$ cat config.mk
export PLATFORM = sky130hd
export DESIGN_NAME = ntt_coef_reader
export DESIGN_NICKNAME = d
export VERILOG_FILES = /design/src/rtl/ntt_coef_reader.sv
export SDC_FILE = /design/constraint.sdc
export NUM_CORES = 1
export LEC_CHECK = 0
export BUFFER_PORTS_ARGS = -buffer_cell sky130_fd_sc_hd__buf_4
export CELL_PAD_IN_SITES_DETAIL_PLACEMENT = 0
export CELL_PAD_IN_SITES_GLOBAL_PLACEMENT = 2
export CORE_MARGIN = 10
export CORE_UTILIZATION = 39
export CTS_BUF_LIST = sky130_fd_sc_hd__clkbuf_4 sky130_fd_sc_hd__clkbuf_8 sky130_fd_sc_hd__clkbuf_16
export DETAILED_ROUTE_END_ITERATION = 6
export PLACE_DENSITY = 0.95
export SYNTH_ARGS = -nofsm -noshare
export SYNTH_HDL_FRONTEND = slang
export SYNTH_SLANG_ARGS = --single-unit
$ cat constraint.sdc
create_clock -name clk -period 3.6 [get_ports clk]
set_clock_uncertainty 0.15 [all_clocks]
set_input_delay 0 -clock clk [delete_from_list [all_inputs] [get_ports clk]]
set_output_delay 0 -clock clk [all_outputs]
set_load 0.05 [all_outputs]
$ cat src/rtl/ntt_coef_reader.sv
// Burst reader: streams LEN RAM words from a base address through
// a 2-entry skid FIFO onto a valid/ready output.
module ntt_coef_reader #(
  parameter int DATA_W = 16,
  parameter int ADDR_W = 8,
  parameter int LEN    = 256
) (
  input  logic              clk,
  input  logic              rst,
  input  logic              start,
  input  logic [ADDR_W-1:0] base,
  output logic              ram_ren,
  output logic [ADDR_W-1:0] ram_raddr,
  input  logic [DATA_W-1:0] ram_rdata,
  output logic              out_valid,
  input  logic              out_ready,
  output logic [DATA_W-1:0] out_data,
  output logic              out_last,
  output logic              busy,
  output logic              done
);

  localparam int CW = $clog2(LEN + 1);
  localparam logic [CW-1:0] LAST = CW'(LEN - 1);

  typedef enum logic [1:0] {IDLE, READ, DRAIN} state_t;

  state_t            state, state_nx;
  logic [CW-1:0]     issue_cnt, emit_cnt;
  logic [ADDR_W-1:0] raddr_q;
  logic              inflight;
  logic [DATA_W-1:0] mem [2];
  logic              wr_ptr, rd_ptr;
  logic [1:0]        cnt;
  logic              done_q;
  logic              accept, issue, pop;
  logic              push, pop_fifo, last_hs;
  logic              space;

  // An empty FIFO forwards the returning word straight to the output.
  assign out_valid = (cnt != 2'd0) || inflight;
  assign out_data  = (cnt != 2'd0) ? mem[rd_ptr] :
                     (inflight ? ram_rdata : '0);
  assign out_last  = out_valid && (emit_cnt == LAST);

  assign pop      = out_valid && out_ready;
  assign pop_fifo = pop && (cnt != 2'd0);
  assign push     = inflight && !(pop && cnt == 2'd0);
  assign last_hs  = pop && (emit_cnt == LAST);

  assign space = ({1'b0, cnt} + {2'b0, inflight}) <
                 (3'd2 + {2'b0, pop});

  assign accept = (state == IDLE) && start;
  assign issue  = (state == READ) && space;

  assign ram_ren   = issue;
  assign ram_raddr = raddr_q;
  assign busy      = (state != IDLE);
  assign done      = done_q;

  always_comb begin
    state_nx = state;
    unique case (state)
      IDLE:    if (start) state_nx = READ;
      READ:    if (issue && issue_cnt == LAST)
                 state_nx = DRAIN;
      DRAIN:   if (last_hs) state_nx = IDLE;
      default: state_nx = IDLE;
    endcase
  end

  always_ff @(posedge clk or posedge rst) begin
    if (rst) begin
      state     <= IDLE;
      done_q    <= 1'b0;
      issue_cnt <= '0;
      emit_cnt  <= '0;
      raddr_q   <= '0;
    end else begin
      state  <= state_nx;
      done_q <= last_hs && (state == DRAIN);
      if (accept) begin
        issue_cnt <= '0;
        emit_cnt  <= '0;
        raddr_q   <= base;
      end else begin
        if (issue) begin
          issue_cnt <= issue_cnt + CW'(1);
          raddr_q   <= raddr_q + ADDR_W'(1);
        end
        if (pop) emit_cnt <= emit_cnt + CW'(1);
      end
    end
  end

  // Clearing inflight on reset drops any response still in flight.
  always_ff @(posedge clk or posedge rst) begin
    if (rst) begin
      inflight <= 1'b0;
      mem[0]   <= '0;
      mem[1]   <= '0;
      wr_ptr   <= 1'b0;
      rd_ptr   <= 1'b0;
      cnt      <= 2'd0;
    end else begin
      inflight <= issue;
      if (push) begin
        mem[wr_ptr] <= ram_rdata;
        wr_ptr      <= ~wr_ptr;
      end
      if (pop_fifo) rd_ptr <= ~rd_ptr;
      cnt <= cnt + {1'b0, push} - {1'b0, pop_fifo};
    end
  end

endmodule

==> impl_metrics.toml <==
[status]
status = "complete, no violations"

[critical_path]
cp-end-kind = "output port"
path_class = "flip-flop to output port"
cp.arrival_ns = 2.56
crit_path_max_fanout = 28
crit_required_ns = 3.45
crit_start = "inflight$_DFF_PP0_"
rr_startpoint = "inflight$_DFF_PP0_"
crit_path_start_kind = "flip-flop"

[finish]
fin_area_mm2 = 0.00431
nets = 421
mostFrequentLayoutCells = "dfrtp_1, buf_4, mux2_2"
drive_above_1_share_pct = 30.6
multiInputGateArea_mm2 = 0.00155
syn_to_final_growth_pct = 29.8
seq_area_mm2 = 0.00165
utilization_pct = 52.2
fill_cells = 774
final_common_cell = "dfrtp_1"
diodes = 0

[synthesis]
ys_top_cells_by_area = "dfrtp_1, mux2_2, mux2i_1"
synth_mux_area_share_pct = 16.3
synthesis.nets = 339
synthFlopType = "dfrtp_1"
synthSimpleGateAreaFrac_pct = 15.9
syn_inst = 302
yosys.area.top_type = "dfrtp_1"
synth-xor-area-share_pct = 3.16
yosysSeqAreaShare_pct = 49.7
synth_compound_area_share_pct = 8.02
synthesis.area_mm2 = 0.00332
synthArstFlopShare_pct = 100
yosysTopAreaCellShare_pct = 49.7
yosysUniqueCellTypes = 44
syn_area_per_cell_um2 = 11.0
synthAdderAreaFrac_pct = 3.39
ys_seq_elements = 66
synth_edf_count = 0
synth.yosys.warnings = 0
synth_top_family_by_area = "multiplexers"

[power_and_ir_drop]
leakage_nw = 1.94
clock_power_share_pct = 15.5
p_seq_share_pct = 29.5
p_per_area_mw_per_mm2 = 1050
swShare_pct = 47.2
ir_drop_v = 0.000477
combPwrFrac_pct = 55.0
power.internal_mw = 2.39
switchingPower_mw = 2.13

[die]
die_w_um = 112
ios = 57
rows = 33
initial_core_util_pct = 40.2
die_height_um = 112
die-area_mm2 = 0.0126
core-area_mm2 = 0.00826

[timing]
rsz0062_at_grt = "no"
timing.hold.ws_ns = 0.145
maxSlewHeadroom_pct = 34.1
final.setup.tns_ns = 0
final_hold_viol_count = 0
max_freq_ghz = 0.369
maxSlewViolCount = 0
min_period_ns = 2.71
finalSetupViolCount = 0
layout_setup_ws_ns = 0.887
tightest_slew_ns = 0.989
fin_crit_sh_pct = 75.4

[min_path]
hold_class = "primary input to flip-flop"
hp-start = "start"

[grt]
grt_pass1_wl_mm = 12.8
antenna_found_initial = 0
first_global_vias = 2646
grt_use_total_pct = 12.1
grt_overflow = 0
grt_start_max_net_pins = 47

[place]
hpwl_mm = 5.03
pre_cts_ws_ns = 0.972
place.gp.congestion = 0.755
numPortBuffers = 56
place_area_mm2 = 0.00382

[cts]
cts_setup_buffers = 0
htree_levels = 3
clkSlewWorstSetupHoldPaths_ns = 0.07
clk_latency_ns = 0.34
cts_root_buf = "clkbuf_8"
clockBufferDepth = 2
clock_sinks = 66
cts_inserted_buffers = 9
cts_tree = "built"

[routing]
first_iter_violations = 111
dr.pass1.iters = 4
drt.antenna.violating_nets = 0
vias_per_cell = 5.11
routedWlPerCell_um = 15.3
vias = 2525
wl_mm = 7.53
drc = 0

[job]
drv_cap = 0
==> worst paths after layout <==
check / end / slack, ns / cells past startpoint
min in group asynchronous: ram_raddr[7]$_DFFE_PP0P_ / 0.29 / 3
worst min-delay path: issue_cnt[2]$_DFFE_PP0P_ / 0.15 / 4
worst min register to register: mem[6]$_DFFE_PP0P_ / 0.36 / 1
max in group asynchronous: mem[3]$_DFFE_PP0P_ / 2.17 / 4
worst max-delay path: ram_ren / 0.89 / 7
worst max register to register: issue_cnt[5]$_DFFE_PP0P_ / 0.94 / 7
==> registers in the layout, summed over array words and instances (netlist names), 2 cells and up <==
register and flops:
mem 32, cnt 2, issue_cnt 9, state 2, ram_raddr 8, emit_cnt 9
==> power groups by stage <==
stage	clock, mW	combinational [mW]	sequential [mW]
after floorplan	0	1.80	1.40
after global placement	0	2.45	1.33
after detailed placement	0	2.49	1.35
after CTS	0.715	2.52	1.34
after global routing	0.750	2.69	1.38
final	0.701	2.49	1.33
==> through the flow <==
step           total power [mW]  std cells
6_report                   4.52        494
5_1_grt                    4.83        494
4_1_cts                    4.57        494
3_5_place_dp               3.84        452
3_3_place_gp               3.78        452
2_1_floorplan              3.21        302
==> final cells by class <==
type	instances	share of cell area, %
Clock buffer	10	3.19
Clock inverter	6	2.09
Inverter	10	0.871
Multi-Input combinational cell	211	36.0
Sequential cell	66	38.3
Tap cell	105	3.05
Timing Repair Buffer	86	16.5
==> cells by family after synthesis <==
| group | Yosys count |
|---|---|
| compound gates | 43 |
| xor+xnor | 12 |
| fa+ha+maj | 9 |
| buf+inv | 25 |
| flops | 66 |
| mux | 50 |
| simple gates | 97 |
==> critical path, cell delays in order, from the launching register on <==
cell	delay, ns
dfrtp_1	0.36
buf_4	0.21
ha_1	0.23
ha_1	0.31
or4b_4	0.48
nand4_4	0.25
inv_2	0.17
buf_4	0.23
==> what timing repair did <==
action,in CTS,in global routing
hold endpoints to repair,89,0
gates resized for setup,0,0
setup endpoints to repair,0,0
hold buffers,26,0
==> layer usage <==
metal  vias to the layer above  track usage, %  wire (um)
li1                       1249               -          -
met1                      1213            15.0       3500
met2                        50            19.5       3550
met3                        13            3.57        369
met4                         0            4.31        111
met5                         -               0          0
==> cells in the mapped netlist, types with 3 or more instances <==
master    instances
or4_1             5
nor3_1            3
xor2_1            7
mux2_2           32
a21oi_1           4
nand2_1          20
o21ai_0          20
and3_1            6
clkbuf_1          7
xnor2_1           5
nor2_1           17
dfrtp_1          66
mux2i_1          18
o31ai_1           4
nand3_1          27
inv_1             9
nand4_1           4
a211oi_1          3
buf_2             5
ha_1              9
Power figures use the tool's default switching activity.
